File: config.mk
export PLATFORM = sky130hd
export DESIGN_NAME = dcc_spi_sched
export DESIGN_NICKNAME = d
export VERILOG_FILES = /design/src/rtl/dcc_spi_sched.sv
export SDC_FILE = /design/constraint.sdc
export NUM_CORES = 1
export LEC_CHECK = 0
export ABC_CLOCK_PERIOD_IN_PS = 2900
export BUFFER_PORTS_ARGS = -buffer_cell sky130_fd_sc_hd__buf_2
export CAP_MARGIN = 10
export CORE_AREA = 2 2 180 182
export DETAILED_ROUTE_END_ITERATION = 6
export DIE_AREA = 0 0 182 184
export PLACE_DENSITY = 0.46
export SYNTH_ARGS = -nofsm -noshare
export SYNTH_HDL_FRONTEND = slang
export SYNTH_SLANG_ARGS = --single-unit
export TNS_END_PERCENT = 30
File: constraint.sdc
create_clock -name SSPCLK -period 2.9 [get_ports SSPCLK]
set_input_delay 0.29 -clock SSPCLK [delete_from_list [all_inputs] [get_ports SSPCLK]]
set_output_delay 0.29 -clock SSPCLK [all_outputs]
set_load 0.05 [all_outputs]
File: src/rtl/dcc_spi_sched.sv
// Round-robin scheduler for two requesters in front of the 112-bit SPI shift engine.
// Builds the packet, launches one transfer at a time, times out, and routes the read data back.
module dcc_spi_sched #(
   parameter int TIMEOUT_CYCLES = 1023
) (
   input  logic         SSPCLK,
   input  logic         SSPRSTn,
   input  logic         REQ0_VALID,
   output logic         REQ0_READY,
   input  logic [7:0]   REQ0_CMD,
   input  logic [39:0]  REQ0_ADDR,
   input  logic [31:0]  REQ0_WDATA,
   input  logic         REQ1_VALID,
   output logic         REQ1_READY,
   input  logic [7:0]   REQ1_CMD,
   input  logic [39:0]  REQ1_ADDR,
   input  logic [31:0]  REQ1_WDATA,
   output logic         RSP0_VALID,
   output logic [31:0]  RSP0_RDATA,
   output logic         RSP0_ERR,
   output logic         RSP1_VALID,
   output logic [31:0]  RSP1_RDATA,
   output logic         RSP1_ERR,
   output logic         ENG_START,
   output logic [111:0] ENG_PKT,
   input  logic         ENG_DONE,
   input  logic [111:0] ENG_RXPKT,
   output logic         BUSY
);

   typedef enum logic [1:0] {IDLE, ISSUE, WAIT, RESP} state_t;

   localparam logic [15:0] TO_LAST = 16'(TIMEOUT_CYCLES - 1);

   state_t       state, state_nxt;
   logic         last, owner, grant, err_q;
   logic [31:0]  rdata_q;
   logic [15:0]  cnt;
   logic [7:0]   cmd, gcmd;
   logic [39:0]  gaddr;
   logic [31:0]  gwdata;
   logic         legal, is_read, timeout, any_valid;

   // Command decode works off the registered packet so it is stable through ISSUE/WAIT.
   assign cmd       = ENG_PKT[111:104];
   assign legal     = cmd inside {8'h20, 8'hA0, 8'h40, 8'hC0};
   assign is_read   = (cmd == 8'h20) || (cmd == 8'h40);
   assign timeout   = (cnt == TO_LAST);
   assign any_valid = REQ0_VALID || REQ1_VALID;

   always_comb begin
      grant = REQ1_VALID;
      if (REQ0_VALID && REQ1_VALID) grant = ~last;
   end

   assign gcmd   = grant ? REQ1_CMD   : REQ0_CMD;
   assign gaddr  = grant ? REQ1_ADDR  : REQ0_ADDR;
   assign gwdata = grant ? REQ1_WDATA : REQ0_WDATA;

   always_ff @(posedge SSPCLK or negedge SSPRSTn) begin
      if (!SSPRSTn) state <= IDLE;
      else          state <= state_nxt;
   end

   always_comb begin
      state_nxt  = state;
      REQ0_READY = 1'b0;
      REQ1_READY = 1'b0;
      ENG_START  = 1'b0;
      RSP0_VALID = 1'b0;
      RSP1_VALID = 1'b0;
      RSP0_RDATA = 32'h0;
      RSP1_RDATA = 32'h0;
      RSP0_ERR   = 1'b0;
      RSP1_ERR   = 1'b0;
      BUSY       = (state != IDLE);
      case (state)
         IDLE:  if (any_valid) state_nxt = ISSUE;
         ISSUE: begin
            REQ0_READY = ~owner;
            REQ1_READY = owner;
            ENG_START  = legal;
            state_nxt  = legal ? WAIT : RESP;
         end
         // DONE has priority over a coincident timeout.
         WAIT:  if (ENG_DONE || timeout) state_nxt = RESP;
         RESP: begin
            RSP0_VALID = ~owner;
            RSP1_VALID = owner;
            RSP0_RDATA = owner ? 32'h0 : rdata_q;
            RSP1_RDATA = owner ? rdata_q : 32'h0;
            RSP0_ERR   = ~owner & err_q;
            RSP1_ERR   = owner & err_q;
            state_nxt  = IDLE;
         end
         default: state_nxt = IDLE;
      endcase
   end

   always_ff @(posedge SSPCLK or negedge SSPRSTn) begin
      if (!SSPRSTn) begin
         last    <= 1'b1;
         owner   <= 1'b0;
         ENG_PKT <= '0;
         err_q   <= 1'b0;
         rdata_q <= '0;
         cnt     <= '0;
      end else begin
         case (state)
            IDLE: if (any_valid) begin
               owner   <= grant;
               last    <= grant;
               ENG_PKT <= {gcmd, gaddr,
                           ((gcmd == 8'hA0) || (gcmd == 8'hC0)) ? gwdata : 32'h0,
                           32'h0};
            end
            ISSUE: begin
               cnt     <= '0;
               rdata_q <= '0;
               err_q   <= ~legal;
            end
            WAIT: begin
               cnt <= cnt + 16'd1;
               if (ENG_DONE) begin
                  rdata_q <= is_read ? ENG_RXPKT[31:0] : 32'h0;
                  err_q   <= 1'b0;
               end else if (timeout) begin
                  rdata_q <= '0;
                  err_q   <= 1'b1;
               end
            end
            default: ;
         endcase
      end
   end

endmodule

# [After elaboration in Yosys (flattened, before gate mapping)]
# Cells that the tools add are included.
[op_classes] mux=28 n_eq_ne=13 n_reduce_logical=12 n_bitwise=5 add_sub_neg=1
[op_table] cell="32-bit two-way mux" n=9
[op_table] cell="32-bit case mux with 2 select lines" n=1
[op_table] cell="40-bit two-way mux" n=1
[op_table] cell="8-bit == test (second input constant)" n=4
[op_table] cell="16-bit case mux with 2 select lines" n=1
[op_table] cell="16-bit by 1-bit adder with 16-bit output (second input constant)" n=1
[op_table] cell="16-bit by 10-bit == test with 1-bit output (second input constant)" n=1
[op_table] cell="1-bit two-way mux" n=11
[op_table] cell="8-bit by 6-bit == test with 1-bit output (second input constant)" n=1
[op_table] cell="8-bit by 7-bit == test with 1-bit output (second input constant)" n=1
[op_table] cell="8-bit two-way mux" n=1
[op_table] cell="2-bit case mux with 4 select lines" n=1
[op_table] cell="2-bit AND reduction" n=3
[op_table] cell="2-bit == test (second input constant)" n=2
[op_table] cell="1-bit logical OR" n=4
[op_table] cell="2-bit two-way mux" n=2
[op_table] cell="2-bit inequality test (second input constant)" n=2
[op_table] cell="2-bit nonzero test" n=2
[op_table] cell="4-bit nonzero test" n=1
[op_table] cell="3-bit inequality test (second input constant)" n=1
[op_table] cell="1-bit NOT" n=3
[op_table] cell="1-bit AND" n=2
[op_table] cell="2-bit by 1-bit == test with 1-bit output (second input constant)" n=1
[op_table] cell="2-bit zero test" n=1
[op_table] cell="other kinds (2)" n=2
[word_totals] input_bits=277 output_inout_bits=184 register_bits=133 word_cells=66

# [Depth between registers and ports, before layout]
[depth] ltp_word=6 mapped_depth=8 mapped_depth_nobuf=6

# [Worst setup path after synthesis]
# OpenSTA, ideal clock, no wires.
[synth_path] path_kind="reg2out" startpoint="register state[1]" endpoint="output port RSP0_RDATA[22]" arrival_time_ns=2.004 path_slack_ns=0.606 stages_incl_launch_ff=5 cell_sequence="dfrtp_1 ha_1 nor2b_1 clkbuf_1 and2_1"
[synth_between] elab_chain_len=2
[synth_lines] element="start: declaration" line="35" source="state_t state, state_nxt;"
[synth_lines] element="start signal: assignment" line="62" source="else state <= state_nxt;"
[synth_lines] element="2-bit == test" line="77" source="case (state)"
[synth_lines] element="32-bit two-way mux" line="77"
[synth_lines] element="end: declaration" line="19" source="output logic [31:0] RSP0_RDATA,"
# No other way between the ends.

# [Worst setup path after layout]
[layout_path] startpoint="register ENG_PKT[106]" endpoint="output port ENG_START"
[layout_between] elab_chain_len=3 word_cells_on_any_way=6 cone_classes="4 x eq/ne; 1 x mux; 1 x reduce/logical"
[layout_lines] element="start: declaration" line="25" source="output logic [111:0] ENG_PKT,"
[layout_lines] element="start signal: assignment" line="113" source="ENG_PKT <= {gcmd, gaddr,"
[layout_lines] element="8-bit by 6-bit == test with 1-bit output (tied with other cells)" line="46" source="assign legal = cmd inside {8'h20, 8'hA0, 8'h40, 8'hC0};"
[layout_lines] element="4-bit nonzero test *" line="46"
[layout_lines] element="1-bit two-way mux *" line="77"
[layout_lines] element="end: declaration" line="24" source="output logic ENG_START,"
# Mark *: on every way between the ends. The rest lies on a longest branch, timed or not.

==> results.toml <==
[status]
status = "completed"

[critical_path]
crit_cells = 5
crit_chain = "or4_1 -> nor3_1 -> buf_4 -> and2_1 -> buf_2"
cp_top_family = "simple AND/OR/NAND/NOR gates"
critPathSlowestCell = "or4_1"
crit_path_start_kind = "flop"
cp-end-kind = "output port"
crit_arrival_ns = 2.16
rrSetupSlack_ns = 0.62
crit_fanout = 3
ff2ff_path_depth = 7
crit_path_max_incr_delay_ns = 0.53
critPathRequiredTime_ns = 2.61
r2r-start = "cnt[0]"
worstReg2RegEnd = "rdata_q[6]"
crit_type = "flop to output port"
crit_start = "ENG_PKT[106]"
crit_end = "ENG_START"
path_buf_inv = 2

[synthesis]
avgSynthCellArea_um2 = 10.1
post_synth_xor_area_fraction = 0.0129
synthMuxAreaShare = 0.126
synth_seq_area_share = 0.491
ys_types = 42
ys_seq_elements = 133
synth_top_family_by_area = "simple AND/OR/NAND/NOR gates"
syn_inst = 674
synthesis.area_um2 = 6790
synthArstFlopShare = 1.00
yosysWarnings = 0
synth_compound_area_frac = 0.123
synthSimpleGateAreaFrac = 0.162
synth_area_leaders = "dfrtp_1 49%, mux2i_1 12%, o21ai_0 6.3%, nand2_1 4.9%, a22o_1 4.6%"
synth_top_area_cell = "dfrtp_1"
ys.flop_type = "dfrtp_1"
synth_edf_count = 0
synth_top_area_frac = 0.487
synthAdderAreaFrac = 0.0111

[power]
power_density_nw_per_um2 = 910
ir_worst_vdd_v = 0.000522
power_uw = 8670
total_leakage_power_uw = 0.00514

[drt]
drcViolationCount = 0
wl_per_cell_um = 14.6
drt_first_pass_iters = 4
via_per_inst = 4.09
wl_mm = 20.8
postRouteAntennaNets = 0
drtIter0Drc = 172
via_count = 5821

[floorplan]
die_x_um = 182
core_area_um2 = 31400
die-height_um = 184
rows = 65
io_pins = 461
start_util = 0.216
die_area_um2 = 33500

[clocking]
clock_sinks = 133
clk_latency_ns = 0.42
htreeDepth = 4
cts_inserted_buffers = 17
cts_tree = "yes"
cts_root_buf = "clkbuf_16"
cts.clk_slew.worst_paths_ns = 0.07
clockBufferDepth = 2

[final_layout]
num-fill-cells = 3370
post-route-util = 0.304
drive_gt1_frac = 0.397
area_growth_pct = 40.4
multiInputGateArea_um2 = 3100
ff_latch_area_um2 = 3330
nets = 1294
stdcell_area_um2 = 9530
diodes = 0

[sta]
clock_skew_ns = 0.0149
rsz0062_at_grt = "false"
timing.final.crit_share = 0.846
max_freq_mhz = 408
relSlewSlack = 0.529
fin_crit_ns = 2.45
finalSetupViolations = 0
worst_pin_slew_ns = 0.704
setup_tns_ns = 0
slew_violations = 0
hold_viol_final = 0

[placement]
numPortBuffers = 348
placed_cell_area_um2 = 8900
dpl.hpwl_mm = 15.7
gp_congestion = 0.737

[global_route]
grt-ovfl-total = 0
track_usage = 0.122
grt_antenna_before_repair = 0
grt_pass1_wl_mm = 31.8
grt_pass1_vias = 5687
grt_max_degree = 62

[min_path]
hold_class = "primary input to flop"

[job]
maxCapViolCount = 0
==> through the flow <==
| stage | setup WS [ns] | std cells | hold slack [ns] |
|---|---|---|---|
| CTS | 0.367 | 1424 | 0.0677 |
| finish | 0.448 | 1424 | 0.0969 |
| floorplan | 0.606 | 705 | -0.00559 |
| global placement | 0.644 | 1393 | 0.248 |
| detailed placement | 0.634 | 1393 | 0.244 |
| global route | 0.261 | 1424 | 0.0652 |
==> area by class of cell <==
cell class,count,area share
clock inverter,13,0.0207
sequential,133,0.349
inverter,12,0.00473
clock buffer,17,0.0446
multi-input combinational,482,0.325
tap,402,0.0528
timing repair buffer,365,0.202
==> cells in the final DEF, fill, tap and decap left out, types with 5 or more instances in the layout <==
cell         n
a22o_1      36
and3_1      33
nand2_1     88
buf_2      347
buf_4       12
mux2i_1     82
nor4_1       5
ha_1         6
and2_1      36
nand3_1     12
dfrtp_1    132
o21ai_0     85
inv_6        5
conb_1      32
clkbuf_16   17
nor2_1      18
xnor2_1      9
nor3_1       6
inv_1       12
==> cell families (layout without fill, tap and decap cells) <==
| logic type | count (synthesis) | count (layout) |
|---|---|---|
| DFF | 133 | 133 |
| muxes | 85 | 85 |
| and+or+nand+nor | 216 | 216 |
| AOI/OAI and AO/OA | 133 | 133 |
| other | 1 | 32 |
| adders and majority gates | 6 | 6 |
| buffers and inverters | 90 | 407 |
| xor gates and xnor gates | 10 | 10 |
==> cell usage after synthesis (2+ instances only) <==
cell / n
a21oi_1: 2
a22o_1: 36
and2_1: 36
and3_1: 33
buf_2: 10
buf_4: 35
buf_6: 3
clkbuf_1: 30
dfrtp_1: 132
ha_1: 6
inv_1: 12
mux2_2: 3
mux2i_1: 82
nand2_1: 88
nand2b_1: 2
nand3_1: 12
nand4_1: 3
nor2_1: 18
nor2b_1: 5
nor3_1: 6
nor4_1: 5
o21ai_0: 86
or4_1: 2
xnor2_1: 9
==> worst min-delay path by stage <==
stage                   from      endpoint  cells past startpoint
3_5_place_dp         SSPRSTn   rdata_q[29]                      1
2_1_floorplan        SSPRSTn  ENG_PKT[100]                      0
3_3_place_gp         SSPRSTn   rdata_q[29]                      1
6_report       ENG_RXPKT[17]   rdata_q[17]                      2
5_1_grt        ENG_RXPKT[17]   rdata_q[17]                      2
4_1_cts        ENG_RXPKT[17]   rdata_q[17]                      2
==> flip-flops by register name (all words and copies together), names as in the netlist <==
name     cells
ENG_PKT     80
rdata_q     32
cnt         16
state        2
err_q        1
last         1
owner        1
==> routing by layer <==
| metal | GRT usage | part of all wire | vias to the layer above |
|---|---|---|---|
| met5 | 0 | 0 | - |
| met4 | 0.0245 | 0.0067 | 0 |
| met3 | 0.0382 | 0.069 | 9 |
| met2 | 0.209 | 0.49 | 218 |
| met1 | 0.150 | 0.43 | 2650 |
| li1 | - | - | 2944 |
==> what timing repair did <==
action / 4_1_cts / 5_1_grt
setup endpoints to repair: 0 / 0
gates resized for setup: 0 / 0
buffers inserted: 0 / 0
hold buffers: 1 / 0
hold endpoints to repair: 40 / 0
==> where the power goes <==
group	total [µW]	internal [µW]	switching, µW	leakage, µW
Sequential	2530	2270	262	0.00177
Clock	2350	1450	901	0.000301
Combinational	3790	965	2820	0.00307
(Power assumes the default switching activity.)
